File: config.mk
export PLATFORM = sky130hd
export DESIGN_NAME = mac_divider_flat
export DESIGN_NICKNAME = d
export VERILOG_FILES = /design/src/rtl/mac_divider_if.sv /design/src/rtl/mac_divider.sv /design/src/flat_wrapper.sv
export SDC_FILE = /design/constraint.sdc
export NUM_CORES = 1
export LEC_CHECK = 0
export BUFFER_PORTS_ARGS = -buffer_cell sky130_fd_sc_hd__buf_2
export CAP_MARGIN = 0
export CORE_MARGIN = 4
export CORE_UTILIZATION = 30
export DETAILED_ROUTE_END_ITERATION = 10
export PLACE_DENSITY = 0.5
export SLEW_MARGIN = 5
export SYNTH_ARGS = -nofsm -noshare
export SYNTH_HDL_FRONTEND = slang
export SYNTH_SLANG_ARGS = --single-unit
File: constraint.sdc
create_clock -name clk -period 2.4 [get_ports clk]
set_clock_uncertainty 0.2 [all_clocks]
set_input_delay 0.48 -clock clk [delete_from_list [all_inputs] [get_ports clk]]
set_output_delay 0.48 -clock clk [all_outputs]
set_load 0.02 [all_outputs]
File: src/rtl/mac_divider_if.sv
// Handshake and data bundle between a sequencing controller and mac_divider.
// The controller drives the request side (master); the divider answers (slave).
interface mac_divider_if #(
    parameter int DW = 22,
    parameter int VW = 8
);
    logic          start;
    logic [DW-1:0] dividend;
    logic [VW-1:0] divisor;
    logic          busy;
    logic          done;
    logic [DW-1:0] quotient;
    logic [VW-1:0] remainder;
    logic          dbz;

    modport master (
        output start, dividend, divisor,
        input  busy, done, quotient, remainder, dbz
    );

    modport slave (
        input  start, dividend, divisor,
        output busy, done, quotient, remainder, dbz
    );
endinterface

File: src/rtl/mac_divider.sv
// Sequential restoring divider: DW-bit accumulator value divided by a VW-bit
// unsigned divisor, one quotient bit per clock.
//
// state | meaning
// IDLE  | waiting for start; operands captured on the accepting edge
// RUN   | iterating, one quotient bit per edge, busy high
// DONE  | one-cycle done pulse, results valid; returns to IDLE
module mac_divider #(
    parameter int DW = 22,
    parameter int VW = 8
) (
    input  logic        clk,
    input  logic        rst,
    mac_divider_if.slave bus
);
    localparam int CW = $clog2(DW + 1);

    typedef enum logic [1:0] {
        IDLE = 2'd0,
        RUN  = 2'd1,
        DONE = 2'd2
    } state_t;

    state_t        state;
    state_t        state_nxt;

    logic [DW-1:0] q_reg;
    logic [VW-1:0] d_reg;
    logic [VW:0]   r_reg;
    logic [CW-1:0] cnt;

    logic [DW-1:0] quot_reg;
    logic [VW-1:0] rem_reg;
    logic          dbz_reg;

    logic [VW+1:0] trial;
    logic          trial_neg;
    logic [VW:0]   r_nxt;
    logic [DW-1:0] q_nxt;

    logic          accept;
    logic          div_zero;
    logic          last_iter;

    // One restoring step: shift {R,Q} left, try subtracting D, restore on borrow.
    // r_reg[VW] is always 0 between steps, so {r_reg, q_msb} is the shifted R
    // already zero-extended to VW+2 bits.
    always_comb begin
        trial     = {r_reg, q_reg[DW-1]} - {2'b00, d_reg};
        trial_neg = trial[VW+1];
        r_nxt     = trial_neg ? {r_reg[VW-1:0], q_reg[DW-1]} : trial[VW:0];
        q_nxt     = {q_reg[DW-2:0], ~trial_neg};
    end

    // State register.
    always_ff @(posedge clk or negedge rst) begin
        if (!rst) begin
            state <= IDLE;
        end else begin
            state <= state_nxt;
        end
    end

    // Next-state decode and per-cycle control strobes.
    always_comb begin
        state_nxt = state;
        accept    = 1'b0;
        div_zero  = 1'b0;
        last_iter = 1'b0;
        case (state)
            IDLE: begin
                if (bus.start) begin
                    accept = 1'b1;
                    if (bus.divisor == '0) begin
                        div_zero  = 1'b1;
                        state_nxt = DONE;
                    end else begin
                        state_nxt = RUN;
                    end
                end
            end
            RUN: begin
                if (cnt == CW'(1)) begin
                    last_iter = 1'b1;
                    state_nxt = DONE;
                end
            end
            DONE: begin
                state_nxt = IDLE;
            end
            default: begin
                state_nxt = IDLE;
            end
        endcase
    end

    // Working registers: load operands on accept, then iterate while in RUN.
    always_ff @(posedge clk or negedge rst) begin
        if (!rst) begin
            q_reg <= '0;
            d_reg <= '0;
            r_reg <= '0;
            cnt   <= '0;
        end else if (accept && !div_zero) begin
            q_reg <= bus.dividend;
            d_reg <= bus.divisor;
            r_reg <= '0;
            cnt   <= CW'(DW);
        end else if (state == RUN) begin
            q_reg <= q_nxt;
            r_reg <= r_nxt;
            cnt   <= cnt - CW'(1);
        end
    end

    // Result registers hold until the next division completes or is rejected.
    always_ff @(posedge clk or negedge rst) begin
        if (!rst) begin
            quot_reg <= '0;
            rem_reg  <= '0;
            dbz_reg  <= 1'b0;
        end else if (accept && div_zero) begin
            quot_reg <= '1;
            rem_reg  <= '0;
            dbz_reg  <= 1'b1;
        end else if (last_iter) begin
            quot_reg <= q_nxt;
            rem_reg  <= r_nxt[VW-1:0];
            dbz_reg  <= 1'b0;
        end
    end

    // busy/done decode straight from the state register, so no input reaches
    // an output combinationally and the two can never overlap.
    assign bus.busy      = (state == RUN);
    assign bus.done      = (state == DONE);
    assign bus.quotient  = quot_reg;
    assign bus.remainder = rem_reg;
    assign bus.dbz       = dbz_reg;
endmodule

File: src/flat_wrapper.sv
// flat-port wrapper written by rule: the top's interface ports become plain ports
module mac_divider_flat 
#(
    parameter int DW = 22,
    parameter int VW = 8
)
  (clk, rst, bus_start, bus_dividend, bus_divisor, bus_busy, bus_done, bus_quotient, bus_remainder, bus_dbz);
  mac_divider_if #(.DW(DW), .VW(VW)) bus_i ();
  input  logic clk;
  input  logic rst;
  input wire logic [$bits(bus_i.start)-1:0] bus_start;
  input wire logic [$bits(bus_i.dividend)-1:0] bus_dividend;
  input wire logic [$bits(bus_i.divisor)-1:0] bus_divisor;
  output wire logic [$bits(bus_i.busy)-1:0] bus_busy;
  output wire logic [$bits(bus_i.done)-1:0] bus_done;
  output wire logic [$bits(bus_i.quotient)-1:0] bus_quotient;
  output wire logic [$bits(bus_i.remainder)-1:0] bus_remainder;
  output wire logic [$bits(bus_i.dbz)-1:0] bus_dbz;
  assign bus_i.start = bus_start;
  assign bus_i.dividend = bus_dividend;
  assign bus_i.divisor = bus_divisor;
  assign bus_busy = bus_i.busy;
  assign bus_done = bus_i.done;
  assign bus_quotient = bus_i.quotient;
  assign bus_remainder = bus_i.remainder;
  assign bus_dbz = bus_i.dbz;
  mac_divider #(.DW(DW), .VW(VW)) u_core (.clk(clk), .rst(rst), .bus(bus_i));
endmodule
After elaboration in Yosys (flattened, before gate mapping)
Cells that the tools add are included.
- bits of input ports: 33
- output and inout port bits: 33
- register bits: 77
- bitwise gates (word level): 1
- add/sub/neg operators: 2
- multiplexer cells: 24
- eq/ne operators: 5
- reductions and logical operators: 8
- operators by type and width (kind ; number):
    two-way mux 22 bit ; 4
    two-way mux 9 bit ; 3
    two-way mux 8 bit ; 2
    two-way mux 5 bit ; 2
    subtractor 10 x 8 -> 10 bit ; 1
    two-way mux 1 bit ; 9
    zero test 8 bit ; 1
    two-way mux 2 bit ; 3
    equality test 5 x 1 -> 1 bit (second input constant) ; 1
    subtractor 5 x 1 -> 5 bit (second input constant) ; 1
    case mux 2 bit (2 select lines) ; 1
    nonzero test 2 bit ; 2
    equality test 2 x 1 -> 1 bit (second input constant) ; 1
    equality test 2 bit (second input constant) ; 1
    logical AND 1 bit ; 2
    zero test 2 bit ; 1
    inequality test 2 x 1 -> 1 bit (second input constant) ; 1
    inequality test 2 bit (second input constant) ; 1
    AND reduction 2 bit ; 1
    zero test 1 bit ; 1
    NOT 1 bit ; 1

Depth between registers and ports, before layout
Gate-level depths: netlist (run 1).
- word-level depth: 7
- gate-level depth with buffers: 10

Worst setup path after synthesis (run 1)
Ideal clock, no wire load.
- path type: reg-to-reg
- start point: register u_core.r_reg[5]
- end point: register u_core.r_reg[1]
- arrival time: 1.869 ns
- stages on the path, launching flop included: 9
- setup slack: 0.196 ns
- period minus slack after synthesis: 2.204 ns
- cell sequence: dfrtp_1 -> ha_1 -> a21oi_1 -> o221ai_2 -> a21oi_4 -> xnor2_4 -> buf_8 -> mux2i_1 -> o22ai_1
- longest elaborated chain between the ends: 4
- ends and longest elaborated chain (what ; RTL line ; text):
    start: declaration ; mac_divider.sv:29 ; logic [VW:0] r_reg;
    start signal: assignment ; mac_divider.sv:111 ; r_reg <= r_nxt;
    subtractor 10 x 8 -> 10 bit ; mac_divider.sv:49 ; trial = {r_reg, q_reg[DW-1]} - {2'b00, d_reg};
    two-way mux 9 bit ; mac_divider.sv:51 ; r_nxt = trial_neg ? {r_reg[VW-1:0], q_reg[DW-1]} : trial[VW:0];
    two-way mux 9 bit ; mac_divider.sv:109 ; end else if (state == RUN) begin
    two-way mux 9 bit ; mac_divider.sv:104 ; end else if (accept && !div_zero) begin
Every way passes these cells. The select of a mux whose other input is x is not followed.
A chain may end at the register's enable or synchronous reset.

Final worst setup path (run 1)
- start point: register u_core.r_reg[5]
- end point: register u_core.r_reg[0]
The elaborated chain is that of the path after synthesis.

==> results of run 1 <==
==> synthesized netlist by cell type, types with 2 or more instances <==
library cell	number	area share, %
a22oi_1	22	4.6
buf_4	2	0.42
clkbuf_1	7	0.73
xor2_1	3	0.73
inv_1	13	1.4
a21oi_1	8	1.1
o21ai_1	4	0.56
xnor2_1	6	1.5
buf_6	4	1.3
nor2b_1	3	0.52
buf_2	4	0.56
ha_1	10	3.5
o22ai_1	7	1.2
o22a_1	22	5.4
mux2i_1	6	1.7
nand2b_1	3	0.52
o21bai_1	2	0.42
nor2_1	3	0.31
a31o_2	2	0.49
o21ai_0	15	2.1
dfrtp_1	77	54
nand2_1	78	8.2
==> cell usage in the layout (no fill, tap or decap), types with 6 or more instances in the layout <==
master,instances
nand2_1,78
dfrtp_1,77
buf_2,64
a22oi_1,22
o22a_1,22
buf_4,22
o21ai_0,14
inv_1,13
ha_1,10
clkbuf_16,9
a21oi_1,7
o22ai_1,7
xnor2_1,6
==> area by class of cell <==
type                       count  area (µm²)  share of cell area (%)
tap                          143       178.9                   3.929
inverter                      14       52.55                   1.154
multi-input combinational    222        1521                   33.41
clock buffer                  10       229.0                   5.027
timing repair buffer          90       550.5                   12.09
sequential                    77        1927                   42.31
clock inverter                 6       95.09                   2.088
==> report_power, final <==
| part | switching, mW | internal, mW | leakage [nW] |
|---|---|---|---|
| Sequential | 0.452 | 1.98 | 0.924 |
| Clock | 0.563 | 0.922 | 0.151 |
| Combinational | 2.36 | 2.00 | 1.04 |
| Total | 3.38 | 4.91 | 2.11 |
==> logic make-up after synthesis <==
| kind of cell | count (synthesis) | synth area share (%) |
|---|---|---|
| simple gates | 100 | 12.84 |
| flops | 77 | 53.88 |
| fa+ha+maj | 11 | 4.059 |
| mux | 8 | 2.414 |
| xor+xnor | 10 | 2.974 |
| buf+inv | 32 | 4.863 |
| compound gates | 93 | 18.96 |
==> metal layers <==
| layer | global-route usage [%] | vias up | part of all wire (%) | wire, µm |
|---|---|---|---|---|
| li1 | - | 1326 | - | - |
| met2 | 21.19 | 71 | 46 | 4155 |
| met1 | 20.05 | 1331 | 47 | 4284 |
| met4 | 5.199 | 0 | 1.1 | 104 |
| met5 | 0 | - | 0 | 0 |
| met3 | 4.422 | 9 | 5.5 | 501 |
==> worst max-delay path, delay by kind of cell, from the launching register on <==
kind	cells	cell delay (ps)
buffers and inverters	2	330
and+or+nand+nor	1	80
adders and majority gates	1	350
xor gates and xnor gates	1	140
DFF	1	400
muxes	1	310
AOI/OAI and AO/OA	3	430
==> stage by stage <==
stage	worst slack, ps	power, mW	util [%]
3_5_place_dp	23.03	6.542	36.09
4_1_cts	4.474	8.082	38.98
2_1_floorplan	195.9	5.310	-
5_1_grt	-24.34	8.958	39.38
3_3_place_gp	66.69	6.466	36.09
6_report	82.38	8.285	39.38
==> path summary, 6_finish.rpt <==
path | from | end | slack [ps]
min in group asynchronous | rst | u_core.bus.quotient[20] | 530
min reg2reg | u_core.bus.dbz | u_core.bus.dbz | 270
max | u_core.r_reg[5] | u_core.r_reg[0] | 80
min | bus_dividend[10] | u_core.q_reg[10] | 160
max reg2reg | u_core.r_reg[5] | u_core.r_reg[0] | 80
max in group asynchronous | rst | u_core.r_reg[5] | 810
==> timing repair <==
| action | in CTS | in global routing |
|---|---|---|
| setup endpoints to repair | 0 | 11 |
| hold buffers | 1 | 0 |
| hold endpoints to repair | 26 | 0 |
| resized for setup | 0 | 12 |
==> results.md, run 1 <==
- CP Capture Type: register
- Startpoint types: register
- Number of global-route vias before repair: 2,902
- DIE AREA: 13,730 µm²
- Period Utilization, post-route: 96.57%
- Detail-routed via count per cell: 4.870
- Worst vdd ir: 0.0008260 V
- I/O Buffers: 65
- Core area: 11,560 µm²
- Die X: 117.2 µm
- Root buffer cell: clkbuf_16
- Seq/Total Area, Yosys: 53.88%
- Iter 0 DRT Violations: 138
- CP Data Arrival Time: 2380 ps
- I/O Pins: 66
- Worst-path clk slew: 60 ps
- Slowest stage cell, crit path: dfrtp_1
- Outcome: finished, final reports clean
- CTS Sinks: 77
- # setup viols final: 0
- Placer Congestion: 0.7728
- Gr usage total: 14.40%
- Final Non-Filler Cells: 562
- Top cell by count, worst path: buf_4
- TritonCTS clock tree: done
- FILL cells: 1,140
- Leak pwr: 2.112 nW
- CTS Buffer Depth: 2
- DR DRC count: 0
- Syn_area_per_cell: 10.80 µm²
- TritonCTS Buffers: 9
- Initial antenna violation count: 0
- Nets: 458
- DRT Pass-1 Iters: 6
- Fraction of layout instances using a drive strength above 1: 31.03%
- Slew HR: 56.46%
- Most used flip-flop cell after synthesis: dfrtp_1
- Hold Vio Cnt, Final: 0
- Gate Count Post-Synth: 331
- Largest net degree at the start of global routing: 51
- Maxcap violations: 0
- Final Critical Period: 2318 ps
- Hold_ws: 158.6 ps
- Fin. max-slew vios: 0
- RSZ-0062 raised after global routing: true
- Worst-margin pin slew: 653.0 ps
- Routed Antenna Nets: 0
- Post-detail-place hpwl: 6225 µm
- Avg WL per Cell: 16.09 µm
- Later-pin clock latency in the skew report: 330 ps
- Cell Area, Synth: 3576 µm²
- Hold path depth: 3
- # H-tree levels: 3
- Power density of the placed cells: 1819 nW/µm²
- Crit-path max FO: 3
- Drt total wl: 9045 µm
- Ys async rst share: 100.0%
- Syn Nets: 375
- Cells on worst reg2reg path: 9
- Synth warn: 0
- Gr ovfl total: 0
- Placed instance count: 545
- F_max: 431.5 MHz
- TNS Setup: 0 ps
- Vias: 2,737
- Worst hold path type: input port to register
- Worst path cell trace: ha_1 -> buf_4 -> nand3_2 -> o221ai_2 -> a21oi_4 -> xnor2_4 -> buf_4 -> mux2_4 -> o22ai_2
- Initial Utilization: 30.92%
- Die H: 117.2 µm
- Post-CTS Setup Inserts: 0
- Setup CP Type: register to register
- ANT cells: 0
- Post-synth EDFFs: 0
- Req. time, crit path: 2460 ps
- Layout Cell Area excl Fill: 4554 µm²
- Yosys reg bits: 77
- Area after DPL: 4174 µm²
- Area Growth Syn to Fin: 27.36%
- First-pass GRT wire length: 15,280 µm
- Num rows: 39
- CP max stage delay: 400 ps
- Distinct cells, synth: 52
Note: power is estimated with default switching activity, not from simulation.
==> run 2, diff against run 1 <==
- CORE_MARGIN: 4 -> 2
==> results.md, run 2 (same netlist as run 1, synthesis figures left out) <==
- Largest net degree at the start of global routing: 41 (was 51)
- Drt total wl: 8539 µm (was 9045 µm)
- Number of global-route vias before repair: 2,836 (was 2,902)
- Gr ovfl total: 0 (unchanged)
- Failing checks: design-rule violations
- Top delay family on crit path: compound AO/OA/AOI/OAI gates (unchanged)
- Gr usage total: 14.36% (was 14.40%)
- RSZ-0062 raised after global routing: false (was true)
- DR DRC count: 4 (was 0)
- TritonCTS clock tree: done (unchanged)
- CP max stage delay: 400 ps (about the same)
- Post-detail-place hpwl: 5853 µm (was 6225 µm)
- Die X: 113.2 µm (was 117.2 µm)
- First-pass GRT wire length: 14,410 µm (was 15,280 µm)
- Worst-path clk slew: 60 ps (about the same)
- TritonCTS Buffers: 9 (unchanged)
- CTS Sinks: 77 (unchanged)
- Crit-path max FO: 7 (was 3)
- Worst path buffer plus inverter count: 1 (was 2)
- Placer Congestion: 0.8037 (was 0.7728)
- GRT met2 Usage: 22.16% (was 21.19%)
- Flop-to-flop setup slack: 140 ps (was 80 ps)
- Most frequent cells in the layout: nand2_1, dfrtp_1, buf_2 (unchanged)
- TNS Setup: 0 ps (unchanged)
- ANT cells: 0 (unchanged)
- DRT Pass-1 Iters: 7 (was 6)
- Met3 Usage GRT: 5.999% (was 4.422%)
- Period Utilization, post-route: 93.99% (was 96.57%)
- Root buffer cell: clkbuf_16 (unchanged)
- Total Power: 7.850 mW (was 8.285 mW)
- Leak pwr: 2.093 nW (was 2.112 nW)
- Slowest stage cell, crit path: dfrtp_1 (unchanged)
- Hold Vio Cnt, Final: 0 (unchanged)
- Slew HR: 36.73% (was 56.46%)
- Req. time, crit path: 2460 ps (about the same)
- Die H: 113.2 µm (was 117.2 µm)
- Vias: 2,713 (was 2,737)
- Worst-margin pin slew: 947.0 ps (was 653.0 ps)
- Power density of the placed cells: 1743 nW/µm² (was 1819 nW/µm²)
- Initial Utilization: 31.05% (was 30.92%)
- Worst path cell trace: ha_1 -> a21oi_2 -> nand2_2 -> a21oi_4 -> xnor2_4 -> buf_12 -> mux2_4 -> o22ai_2 (was ha_1 -> buf_4 -> nand3_2 -> o221ai_2 -> a21oi_4 -> xnor2_4 -> buf_4 -> mux2_4 -> o22ai_2)
- Later-pin clock latency in the skew report: 330 ps (about the same)
- I/O Buffers: 65 (unchanged)
- F_max: 443.3 MHz (was 431.5 MHz)
- Initial antenna violation count: 0 (unchanged)
- Top Usage Layer GRT: met2 (unchanged)
- Final Critical Period: 2256 ps (was 2318 ps)
- Fin. max-slew vios: 0 (unchanged)
- DIE AREA: 12,810 µm² (was 13,730 µm²)
- Fraction of layout instances using a drive strength above 1: 31.33% (was 31.03%)
- CTS Buffer Depth: 2 (unchanged)
- Routed Antenna Nets: 0 (unchanged)
- # setup viols final: 0 (unchanged)
- CP Capture Type: register (unchanged)
- Maxcap violations: 0 (unchanged)
- # H-tree levels: 3 (unchanged)
- Worst vdd ir: 0.0007958 V (was 0.0008260 V)
- Num rows: 39 (unchanged)
- Iter 0 DRT Violations: 106 (was 138)
- Avg WL per Cell: 15.30 µm (was 16.09 µm)
- Core area: 11,520 µm² (was 11,560 µm²)
- Detail-routed via count per cell: 4.862 (was 4.870)
- Setup CP Type: register to register (unchanged)
- Worst hold path type: input port to register (unchanged)
- Area Growth Syn to Fin: 25.96% (was 27.36%)
- CP Data Arrival Time: 2310 ps (was 2380 ps)
- Startpoint types: register (unchanged)
- I/O Pins: 66 (unchanged)
- Nets: 455 (was 458)
- Grt met1 use: 18.84% (was 20.05%)
- Outcome: complete, but fails checks (was finished, final reports clean)
## run 2: changes by cell type in the layout (fill, tap and decap cells not counted), sizes merged
cell / delta
clkinv: +2
clkinvlp: -1
buf: -3
bufinv: -2
## run 2: final timing paths
path                       cells after the start                    start                      end
max                                            8          u_core.r_reg[1]          u_core.r_reg[0]
min                                            3         bus_dividend[11]         u_core.q_reg[11]
max reg2reg                                    8          u_core.r_reg[1]          u_core.r_reg[0]
min reg2reg                                    2  u_core.bus.remainder[4]  u_core.bus.remainder[4]
max in group asynchronous                      3                      rst            u_core.cnt[2]
min in group asynchronous                      2                      rst          u_core.r_reg[2]
## run 2: where the power goes
| group | switching [mW] | total, mW | internal, mW | leakage [nW] |
|---|---|---|---|---|
| Clock | 0.531 | 1.26 | 0.726 | 0.135 |
| Combinational | 2.23 | 4.17 | 1.93 | 1.03 |
| Sequential | 0.448 | 2.43 | 1.98 | 0.924 |
## run 2: through the flow
step	std cells	area, µm²	utilization (%)	hold slack (ps)	setup slack (ps)
after floorplan	331	3576	-	-15.59	195.9
after global placement	541	4169	36.20	257.8	15.65
after detailed placement	541	4169	36.20	262.7	20.61
after CTS	557	4453	38.67	143.3	38.83
after global routing	558	4504	39.11	160.4	17.18
final	558	4504	39.11	163.6	144.2
## run 2: timing repair
item / 4_1_cts / 5_1_grt
hold endpoints to repair: 37 / 0
hold buffers: 1 / 0
buffers inserted: 0 / 1
resized for setup: 0 / 11
endpoints found under the setup margin: 0 / 16
## run 2: final cells by class
class | count | area (µm²)
clock buffer | 10 | 239.0
clock inverter | 5 | 35.03
fill | 1188 | 7012
inverter | 14 | 52.55
multi-input combinational | 222 | 1526
sequential | 77 | 1927
tap | 143 | 178.9
timing repair buffer | 87 | 545.5
## run 2: tightest hold or removal path: cells and delay by family
kind	cells	cell delay [ps]
buffers and inverters	1	70
AOI/OAI and AO/OA	1	60
and+or+nand+nor	1	50
## run 2: layer usage
metal / vias up / share of wire, %
met4: 0 / 1.1
met2: 67 / 47
met1: 1321 / 45
met3: 6 / 6.5
li1: 1319 / -
met5: - / 0
==> run 3, diff against run 2 <==
==> constraint.sdc (replaced) <==
create_clock -name clk -period 2.4 [get_ports clk]
set_clock_uncertainty 0.2 [all_clocks]
set_input_delay 0.12 -clock clk [delete_from_list [all_inputs] [get_ports clk]]
set_output_delay 0.12 -clock clk [all_outputs]
set_load 0.02 [all_outputs]
==> results.md, run 3 (same netlist as run 1, synthesis figures left out) <==
- Setup CP Type: register to register (unchanged)
- Largest net degree at the start of global routing: 42 (was 41)
- F_max: 436.1 MHz (was 443.3 MHz)
- Crit path from: u_core.r_reg[4] (was u_core.r_reg[1])
- # H-tree levels: 3 (unchanged)
- Area Growth Syn to Fin: 34.15% (was 25.96%)
- Slew HR: 60.48% (was 36.73%)
- Vias: 2,840 (was 2,713)
- Initial antenna violation count: 0 (unchanged)
- I/O Buffers: 65 (unchanged)
- Num rows: 39 (unchanged)
- TritonCTS clock tree: done (unchanged)
- RSZ-0062 raised after global routing: false (unchanged)
- First-pass GRT wire length: 15,010 µm (was 14,410 µm)
- Routed Antenna Nets: 0 (unchanged)
- FF-to-FF Start: u_core.r_reg[4] (was u_core.r_reg[1])
- Power density of the placed cells: 1681 nW/µm² (was 1743 nW/µm²)
- ANT cells: 0 (unchanged)
- Top Usage Layer GRT: met2 (unchanged)
- Iter 0 DRT Violations: 76 (was 106)
- Most frequent cells in the layout: nand2_1, dfrtp_1, buf_2 (unchanged)
- Fraction of layout instances using a drive strength above 1: 29.45% (was 31.33%)
- TritonCTS Buffers: 9 (unchanged)
- Period Utilization, post-route: 95.54% (was 93.99%)
- Later-pin clock latency in the skew report: 340 ps (was 330 ps)
- Core area: 11,520 µm² (unchanged)
- Crit-path max FO: 5 (was 7)
- R2r endpoint: u_core.r_reg[0] (unchanged)
- Detail-routed via count per cell: 4.888 (was 4.862)
- CTS Sinks: 77 (unchanged)
- CP Data Arrival Time: 2350 ps (was 2310 ps)
- Flop-to-flop setup slack: 110 ps (was 140 ps)
- Avg WL per Cell: 15.27 µm (was 15.30 µm)
- Hold Vio Cnt, Final: 0 (unchanged)
- Placer Congestion: 0.7832 (was 0.8037)
- Req. time, crit path: 2460 ps (about the same)
- Worst hold path type: input port to async pin (was input port to register)
- Grt met1 use: 18.95% (was 18.84%)
- Worst-margin pin slew: 591.6 ps (was 947.0 ps)
- Worst vdd ir: 0.0006637 V (was 0.0007958 V)
- Place WS: -38.00 ps (was 20.61 ps)
- Final Critical Period: 2293 ps (was 2256 ps)
- CTS Buffer Depth: 2 (unchanged)
- FILL cells: 1,118 (was 1,188)
- Root buffer cell: clkbuf_16 (unchanged)
- Post-detail-place hpwl: 5720 µm (was 5853 µm)
- Leak pwr: 2.174 nW (was 2.093 nW)
- Nets: 477 (was 455)
- # setup viols final: 0 (unchanged)
- Outcome: complete, but fails checks (unchanged)
- Worst-path clk slew: 60 ps (about the same)
- Failing checks: design-rule violations (unchanged)
- DR DRC count: 4 (unchanged)
- Number of global-route vias before repair: 2,954 (was 2,836)
- Gr ovfl total: 0 (unchanged)
- Met3 Usage GRT: 5.678% (was 5.999%)
- DRT Pass-1 Iters: 7 (unchanged)
- Die X: 113.2 µm (unchanged)
- GRT met2 Usage: 23.79% (was 22.16%)
- DIE AREA: 12,810 µm² (unchanged)
- Cells on worst reg2reg path: 8 (unchanged)
- Gr usage total: 14.80% (was 14.36%)
- Fin util: 41.66% (was 39.11%)
- Die H: 113.2 µm (unchanged)
- Total Power: 8.062 mW (was 7.850 mW)
- Final worst slack: 107.1 ps (was 144.2 ps)
- CP Capture Type: register (unchanged)
- Startpoint types: register (unchanged)
- Maxcap violations: 0 (unchanged)
- Fin. max-slew vios: 0 (unchanged)
- Drt total wl: 8874 µm (was 8539 µm)
- I/O Pins: 66 (unchanged)
- Initial Utilization: 31.05% (unchanged)
==> run 3: worst max path at each step <==
| stage | end | cells past startpoint |
|---|---|---|
| 5_1_grt | u_core.r_reg[8] | 9 |
| 3_5_place_dp | u_core.bus.remainder[6] | 10 |
| 4_1_cts | u_core.r_reg[0] | 8 |
| 6_report | u_core.r_reg[0] | 8 |
| 3_3_place_gp | u_core.r_reg[6] | 10 |
| 2_1_floorplan | u_core.r_reg[1] | 8 |
==> run 3: routing by layer <==
layer	share of wire (%)	vias up
met1	46	1412
met4	1.0	0
met3	5.4	9
met5	0	-
li1	-	1361
met2	48	58
==> run 3: stage by stage <==
| stage | setup TNS (ps) | instances | instance area, µm² | hold slack (ps) |
|---|---|---|---|---|
| floorplan | 0 | 331 | 3576 | -375.6 |
| global placement | 0 | 531 | 4069 | -71.93 |
| detailed placement | -76.47 | 531 | 4069 | -68.75 |
| CTS | 0 | 580 | 4674 | 110.8 |
| global route | 0 | 581 | 4797 | 140.3 |
| finish | 0 | 581 | 4797 | 103.9 |
==> run 3: layout make-up <==
class / count / area, µm² / area share [%]
multi-input combinational: 222 / 1603 / 33.41
timing repair buffer: 109 / 768.2 / 16.01
inverter: 14 / 52.55 / 1.095
tap: 143 / 178.9 / 3.730
sequential: 77 / 1927 / 40.17
clock buffer: 11 / 232.7 / 4.851
clock inverter: 5 / 35.03 / 0.7303
==> run 3: power breakdown <==
| group | internal (mW) | total (mW) | switching [mW] | leakage [nW] |
|---|---|---|---|---|
| registers | 1.98 | 2.44 | 0.455 | 0.924 |
| clock network | 0.702 | 1.23 | 0.531 | 0.130 |
| logic | 2.02 | 4.39 | 2.37 | 1.12 |
| total | 4.71 | 8.06 | 3.36 | 2.17 |
==> run 3: timing repair <==
action                                  CTS  global route
gates resized for setup                   3            24
buffers inserted                          2             1
pin swaps                                 1             9
gates cloned                              0             0
hold buffers                             31             0
endpoints found under the hold margin   107             0
endpoints found under the setup margin    7            38
==> run 3: critical path, cell delays in order, from the launching register on <==
cell,delay (ps)
dfrtp_1,410
ha_2,400
nand3_2,120
o221ai_2,220
a21oi_4,70
xnor2_4,180
buf_6,170
mux2_4,320
o22ai_2,130
